`config.mk`:
```
export PLATFORM = sky130hd
export DESIGN_NAME = mult_div_unit
export DESIGN_NICKNAME = d
export VERILOG_FILES = /design/src/rtl/mult_div_unit_pkg.sv /design/src/rtl/mult_div_unit.sv
export SDC_FILE = /design/constraint.sdc
export NUM_CORES = 1
export LEC_CHECK = 0
export BUFFER_PORTS_ARGS = -buffer_cell sky130_fd_sc_hd__buf_2
export CORE_MARGIN = 2
export CORE_UTILIZATION = 60
export CTS_BUF_LIST = sky130_fd_sc_hd__clkbuf_16
export DETAILED_ROUTE_END_ITERATION = 7
export PLACE_DENSITY = 0.83
export SYNTH_ARGS = -nofsm -noshare
export SYNTH_HDL_FRONTEND = slang
export SYNTH_SLANG_ARGS = --single-unit
```
`constraint.sdc`:
```
create_clock -name clk -period 7.7 [get_ports clk]
set_clock_uncertainty 0.2 [all_clocks]
set_input_delay 1.54 -clock clk [delete_from_list [all_inputs] [get_ports clk]]
set_output_delay 1.54 -clock clk [all_outputs]
set_load 0.02 [all_outputs]
```
`src/rtl/mult_div_unit_pkg.sv`:
```
// Shared CPU encodings for the multiply/divide unit: op codes and FSM states.
package mult_div_unit_pkg;

  typedef enum logic [1:0] {
    IDLE = 2'd0,
    MULT = 2'd1,
    DIV  = 2'd2,
    DONE = 2'd3
  } state_t;

  localparam logic OP_MULT = 1'b0;
  localparam logic OP_DIV  = 1'b1;

endpackage

```
`src/rtl/mult_div_unit.sv`:
```
// Iterative signed multiply (radix-2 Booth) and signed divide (restoring, on
// magnitudes), one step per cycle; results land in hi/lo on completion.
module mult_div_unit
  import mult_div_unit_pkg::*;
#(
  parameter int WIDTH = 32
) (
  input  logic             clk,
  input  logic             reset,
  input  logic             start,
  input  logic             op,
  input  logic [WIDTH-1:0] a,
  input  logic [WIDTH-1:0] b,
  output logic             busy,
  output logic             done,
  output logic             div_zero,
  output logic [WIDTH-1:0] hi,
  output logic [WIDTH-1:0] lo
);

  localparam int CNT_W = $clog2(WIDTH);

  state_t                  state;
  logic [CNT_W-1:0]        cnt;
  logic signed [WIDTH:0]   acc;
  logic [WIDTH-1:0]        q;
  logic [WIDTH-1:0]        m;
  logic                    q_m1;
  logic                    a_neg;
  logic                    b_neg;
  logic                    dz;

  logic signed [WIDTH:0]   m_ext;
  logic signed [WIDTH:0]   booth_sum;
  logic signed [WIDTH:0]   acc_nxt;
  logic [WIDTH-1:0]        q_nxt;
  logic                    qm1_nxt;
  logic [WIDTH:0]          rem_sh;
  logic [WIDTH:0]          rem_diff;
  logic [WIDTH-1:0]        hi_fin;
  logic [WIDTH-1:0]        lo_fin;

  function automatic logic [WIDTH-1:0] magnitude(input logic [WIDTH-1:0] x);
    return x[WIDTH-1] ? (~x + 1'b1) : x;
  endfunction

  function automatic logic [WIDTH-1:0] neg_if(input logic [WIDTH-1:0] x, input logic n);
    return n ? (~x + 1'b1) : x;
  endfunction

  always_comb begin
    m_ext     = $signed({m[WIDTH-1], m});
    booth_sum = acc;
    rem_sh    = {acc[WIDTH-1:0], q[WIDTH-1]};
    rem_diff  = rem_sh - {1'b0, m};
    acc_nxt   = acc;
    q_nxt     = q;
    qm1_nxt   = q_m1;
    if (state == MULT) begin
      case ({q[0], q_m1})
        2'b01:   booth_sum = acc + m_ext;
        2'b10:   booth_sum = acc - m_ext;
        default: booth_sum = acc;
      endcase
      // Accumulator carries one guard bit so a +/- 2^(WIDTH-1) multiplicand cannot overflow.
      acc_nxt = booth_sum >>> 1;
      q_nxt   = {booth_sum[0], q[WIDTH-1:1]};
      qm1_nxt = q[0];
    end else if (state == DIV) begin
      if (!rem_diff[WIDTH]) begin
        acc_nxt = $signed(rem_diff);
        q_nxt   = {q[WIDTH-2:0], 1'b1};
      end else begin
        acc_nxt = $signed(rem_sh);
        q_nxt   = {q[WIDTH-2:0], 1'b0};
      end
    end
    // Remainder follows the dividend sign; quotient sign is the XOR of operand signs.
    if (state == DIV) begin
      hi_fin = neg_if(acc_nxt[WIDTH-1:0], a_neg);
      lo_fin = neg_if(q_nxt, a_neg ^ b_neg);
    end else begin
      hi_fin = acc_nxt[WIDTH-1:0];
      lo_fin = q_nxt;
    end
  end

  always_ff @(posedge clk) begin
    if (reset) begin
      state    <= IDLE;
      cnt      <= '0;
      acc      <= '0;
      q        <= '0;
      m        <= '0;
      q_m1     <= 1'b0;
      a_neg    <= 1'b0;
      b_neg    <= 1'b0;
      dz       <= 1'b0;
      busy     <= 1'b0;
      done     <= 1'b0;
      div_zero <= 1'b0;
      hi       <= '0;
      lo       <= '0;
    end else begin
      // Status outputs are registered views of the state one cycle later.
      busy     <= (state == MULT) || (state == DIV);
      done     <= (state == DONE);
      div_zero <= (state == DONE) && dz;
      case (state)
        IDLE: begin
          if (start) begin
            a_neg <= a[WIDTH-1];
            b_neg <= b[WIDTH-1];
            cnt   <= '0;
            acc   <= '0;
            q_m1  <= 1'b0;
            dz    <= 1'b0;
            if (op == OP_MULT) begin
              m     <= a;
              q     <= b;
              state <= MULT;
            end else if (b == '0) begin
              dz    <= 1'b1;
              state <= DONE;
            end else begin
              m     <= magnitude(b);
              q     <= magnitude(a);
              state <= DIV;
            end
          end
        end
        MULT, DIV: begin
          acc  <= acc_nxt;
          q    <= q_nxt;
          q_m1 <= qm1_nxt;
          cnt  <= cnt + 1'b1;
          if (cnt == CNT_W'(WIDTH - 1)) begin
            hi    <= hi_fin;
            lo    <= lo_fin;
            state <= DONE;
          end
        end
        DONE:    state <= IDLE;
        default: state <= IDLE;
      endcase
    end
  end

endmodule
```
==> reports/qor.yml, run 1 <==
postCtsSetupBuffers: 0
grt_setup_unrepaired: "no"
diodes: 0
fin_crit_sh_pct: 93.52
synthFlopType: "dfxtp_1"
dr.pass1.iters: 8
p_leak_nw: 6.858
regArea_sq_um: 3503
crit_required_ns: 7.85
drc: 10
drt_first_iter_violations: 2687
dp_hpwl_um: 43370
violations: "DRC"
coreArea_sq_um: 26130
wirelength_um: 57520
fp.dieH_um: 167.4
htree_num_levels: 4
start_util_pct: 61.28
synth_fp_nets: 2414
mostFrequentLayoutCells: "nor2_1, a21oi_1, nand2_1"
crit_path_end_kind: "register"
io_buffers: 134
cts_made_buffers: 17
post_drt_via_cell_ratio: 6.773
grt_start_max_net_pins: 108
overflow: 0
synth_seq_cells: 175
finalCriticalPeriod_ns: 7.201
max_freq_ghz: 0.1389
cp_num_buf_inv: 3
tns_ns: 0
nNetsFinal: 2443
io_pins: 135
worstSetupPathType: "reg -> reg"
drv_cap: 0
rows: 59
ys_warn_count: 0
clkSinkCount: 175
multi_input_area_sq_um: 11680
cts_resized: 0
max_stage_delay_ns: 0.65
power.total_mw: 7.052
cp_top_family: "compound AO/OA/AOI/OAI gates"
arrival_ns: 7.35
tightest_slew_ns: 1.240
synthArstFlopShare_pct: 0
ys_types: 79
yosys.area.top_type: "dfxtp_1"
hold_class: "reg -> reg"
grtUsageTotal_pct: 39.41
p_per_area_nw_per_um2: 405.7
slew_headroom_pct: 16.29
outcome: "finished, violations left"
grt_pass1_vias: 15390
syn_area_sq_um: 16010
seq_area_frac_synth_pct: 21.88
grt_pass1_wl_um: 87690
clk_path_buf_depth: 2
clkTransAtPathRegs_ns: 0.09
nFillCells: 2282
maxSlewViolCount: 0
synth-edff-count: 0
syn_avg_cell_area_sq_um: 7.067
cp_max_fo: 13
ant_nets: 0
hold_viol: 0
die_area_sq_um: 28010
setup_viol_count_final: 0
wl_per_cell_um: 21.76
ys_top_cells_by_area: "dfxtp_1, nor2_1, a21oi_1"
vias: 17900
die_w_um: 167.4
synthToLayoutAreaGrowth_pct: 8.547
synth_top_area_share_pct: 21.88
hold_buffers: 0
irDropWorstVdd_mv: 0.1909
cts_tree: "yes"
drive_gt1_share_pct: 9.705
clock_latency_ns: 0.46
root_buffer: "clkbuf_16"
synthCells: 2266
critPathSlowestCell: "a2111oi_0"
critPathLaunchType: "register"
antenna_found_initial: 0
final_common_cell: "nor2_1"
gp_congestion: 1.047
## kinds of logic (layout without fill, tap and decap cells)
kind of cell | Yosys count | in the layout | synth area share (%)
buffers and inverters | 227 | 269 | 5.391
xor gates and xnor gates | 171 | 171 | 9.352
adders and majority gates | 80 | 80 | 6.344
AOI/OAI and AO/OA | 754 | 754 | 30.60
DFF | 175 | 175 | 21.88
and+or+nand+nor | 805 | 805 | 23.01
muxes | 54 | 54 | 3.422
## per-stage QoR
stage | cell area [sq um] | hold WS [ns] | setup WS [ns] | util [%] | cells
after floorplan | 16010 | 0.2306 | 1.591 | - | 2266
after CTS | 17380 | 0.2527 | 0.7376 | 66.52 | 2643
after global routing | 17380 | 0.2747 | 0.04138 | 66.52 | 2643
after detailed placement | 16790 | 0.2441 | 0.7574 | 64.25 | 2611
final | 17380 | 0.2514 | 0.4988 | 66.52 | 2643
after global placement | 16790 | 0.2355 | 1.093 | 64.25 | 2611
## routing by layer
layer | share of wire (%) | global-route usage (%) | wire length (um) | up-vias
met2 | 39 | 54.47 | 22710 | 1222
met4 | 3.4 | 13.99 | 1967 | 0
li1 | - | - | - | 8320
met1 | 44 | 59.42 | 25050 | 8238
met5 | 0 | 0 | 0 | -
met3 | 14 | 8.674 | 7801 | 122
## final timing paths
kind / from / end / slack (ns) / cells after the start
worst min-delay path: lo[30] / lo[30] / 0.25 / 2
worst min register to register: lo[30] / lo[30] / 0.25 / 2
worst max register to register: q[31] / hi[31] / 0.50 / 27
worst max-delay path: q[31] / hi[31] / 0.50 / 27
## power breakdown
group	switching [mW]	internal [mW]	total [mW]
registers	0.245	1.06	1.30
clock network	0.459	0.439	0.898
logic	3.17	1.67	4.85
## synthesized netlist by cell type, types with 15 or more instances
master    number
nand3_1       32
and3_1        18
dfxtp_1      175
xnor2_1       83
a22oi_1       25
o211ai_1      15
mux2i_1       48
ha_1          78
nor2_1       361
o31ai_1       27
a21oi_1      233
and2_1        17
xor2_1        88
inv_1         69
or4_1         16
nor2b_1       23
nand2b_1      28
a21o_1        17
nor3_1        39
nand4_1       26
a31oi_1       42
a211oi_1     140
nor4_1        15
or3_1         22
nand2_1      182
clkbuf_1     141
o21ai_0      115
## state kept, by name (all words and copies together) (netlist names), 2 cells and up
register  flops
m            32
hi           32
lo           32
acc          33
cnt           5
state         2
q            32
## worst register-to-register path, delay by kind of cell, from the launching register on
family / cells / cell delay (ns)
fa+ha+maj: 3 / 0.79
simple gates: 9 / 2.01
mux: 1 / 0.16
buf+inv: 3 / 0.35
flops: 1 / 0.43
compound gates: 11 / 3.18
## final cells by class
class | instances | share of cell area [%]
multi-input combinational | 1864 | 67.21
inverter | 70 | 1.512
sequential | 175 | 20.15
timing repair buffer | 167 | 5.312
tap | 335 | 2.411
clock inverter | 15 | 0.9573
clock buffer | 17 | 2.447
Note: power is estimated with default switching activity, not from simulation.
==> run 2: changes to the inputs <==
CAP_MARGIN = 25   (was default)
CORE_UTILIZATION = 54   (was 60)
PLACE_DENSITY = 0.76   (was 0.83)
==> reports/qor.yml, run 2 (same netlist as run 1, synthesis figures left out) <==
die_area_sq_um: 31050  # +11%
drv_cap: 0  # unchanged
r2r_slack_ns: 0.66  # +0.16 ns
grt_start_max_net_pins: 110  # +1.9%
clk_path_buf_depth: 2  # unchanged
top_register: "acc"
rows: 63  # +6.8%
p_leak_nw: 6.934  # +1.1%
io_buffers: 134  # unchanged
postCtsSetupBuffers: 0  # unchanged
worstSetupPathType: "reg -> reg"
clock_latency_ns: 0.46  # about the same
cts_tree: "yes"
die_w_um: 176.2  # +5.3%
drive_gt1_share_pct: 10.18  # +0.47 points
largest_reg_flops: 33  # unchanged
dp_hpwl_um: 44990  # +3.7%
slew_headroom_pct: 30.19  # +14 points
mostFrequentLayoutCells: "nor2_1, a21oi_1, nand2_1"
maxSlewViolCount: 0  # unchanged
place_ws_ns: 0.9221  # +0.1647 ns
coreArea_sq_um: 29400  # +13%
crit_required_ns: 7.81  # -0.04 ns
finalWorstSetupSlack_ns: 0.6638  # +0.1649 ns
critPathLaunchType: "register"
irDropWorstVdd_mv: 0.2348  # +23%
post_drt_via_cell_ratio: 6.601  # -2.6%
overflow: 0  # unchanged
hold_viol: 0  # unchanged
htree_num_levels: 4  # unchanged
fp.dieH_um: 176.2  # +5.3%
fin_crit_sh_pct: 91.38  # -2.1 points
arrival_ns: 7.15  # -0.20 ns
hold_class: "reg -> reg"
synthToLayoutAreaGrowth_pct: 9.915
dr.pass1.iters: 6  # -2
ant_nets: 0  # unchanged
root_buffer: "clkbuf_16"
grt_setup_unrepaired: "no"
nNetsFinal: 2454  # +0.45%
grt_pass1_wl_um: 91130  # +3.9%
vias: 17880  # -0.12%
dpl-instance-area_sq_um: 16940  # +0.88%
crit_path_end_kind: "register"
grt_pass1_vias: 15770  # +2.5%
cts_resized: 0  # unchanged
cp_max_fo: 9  # -4
finalCriticalPeriod_ns: 7.036  # -0.1649 ns
drc: 0  # -10
wirelength_um: 59420  # +3.3%
fin_area_sq_um: 17600  # +1.3%
cp_num_buf_inv: 4  # +1
hold_buffers: 0  # unchanged
clkTransAtPathRegs_ns: 0.09  # about the same
grtUsageTotal_pct: 37.44  # -2.0 points
io_pins: 135  # unchanged
clkSinkCount: 175  # unchanged
fin_util_pct: 59.87  # -6.7 points
cp_top_family: "compound AO/OA/AOI/OAI gates"
setup_viol_count_final: 0  # unchanged
tightest_slew_ns: 1.021  # -0.2191 ns
start_util_pct: 54.47  # -6.8 points
critPathSlowestCell: "a2111oi_0"
antenna_found_initial: 2  # +2
cts_made_buffers: 17  # unchanged
diodes: 0  # unchanged
gp_congestion: 0.9940  # -5.0%
final_common_cell: "nor2_1"
max_stage_delay_ns: 0.69  # +0.04 ns
max_freq_ghz: 0.1421  # +2.3%
p_per_area_nw_per_um2: 407.3  # +0.38%
wl_per_cell_um: 21.93  # +0.78%
drt_first_iter_violations: 2351  # -13%
tns_ns: 0  # unchanged
outcome: "completed"
[run 2: cell types whose count changed in the layout (fill, tap and decap cells not counted)]
cell / before / now
buf_6: 0 / 1
inv_1: 70 / 69
inv_16: 0 / 1
inv_6: 4 / 3
inv_12: 1 / 5
buf_4: 35 / 44
inv_8: 4 / 3
buf_16: 0 / 1
clkinv_4: 2 / 0
[run 2: metal layers]
metal / GRT usage [%] / part of all wire [%] / routed length (um)
met3: 7.235 / 11 / 6805
met5: 0 / 0.015 / 9
met4: 16.01 / 4.7 / 2798
met1: 52.69 / 42 / 25070
met2: 55.62 / 42 / 24730
[run 2: per-stage QoR]
| stage | total power, mW | hold slack [ns] | std cells |
|---|---|---|---|
| floorplan | 4.647 | 0.2306 | 2266 |
| global route | 7.601 | 0.2653 | 2709 |
| CTS | 6.967 | 0.2579 | 2708 |
| detailed placement | 6.003 | 0.2447 | 2676 |
| finish | 7.169 | 0.2563 | 2709 |
| global placement | 5.923 | 0.2373 | 2676 |
[run 2: path summary, 6_finish.rpt]
check	from	to	cells after the start
min reg2reg	hi[10]	hi[10]	2
max reg2reg	q[31]	hi[28]	28
min	hi[10]	hi[10]	2
max	q[31]	hi[28]	28
[run 2: layout make-up]
cell class	count	area (sq um)
flip-flops and latches	175	3503
well taps	390	488.0
repair buffers	178	1030
clock buffers	17	425.4
fillers	2799	11800
clock inverters	15	210.2
multi-input cells	1864	11680
inverters	70	262.8
[run 2: worst min-delay path: cells and delay by family (launching register included)]
kind	cells	cell delay, ns
AND/OR/NAND/NOR	1	0.05
flip-flops	1	0.32
AO/OA/AOI/OAI	1	0.05
[run 2: power by group]
part,internal (mW),switching [mW],total [mW]
clock,0.460,0.500,0.960
sequential,1.06,0.229,1.29
combinational,1.73,3.19,4.92
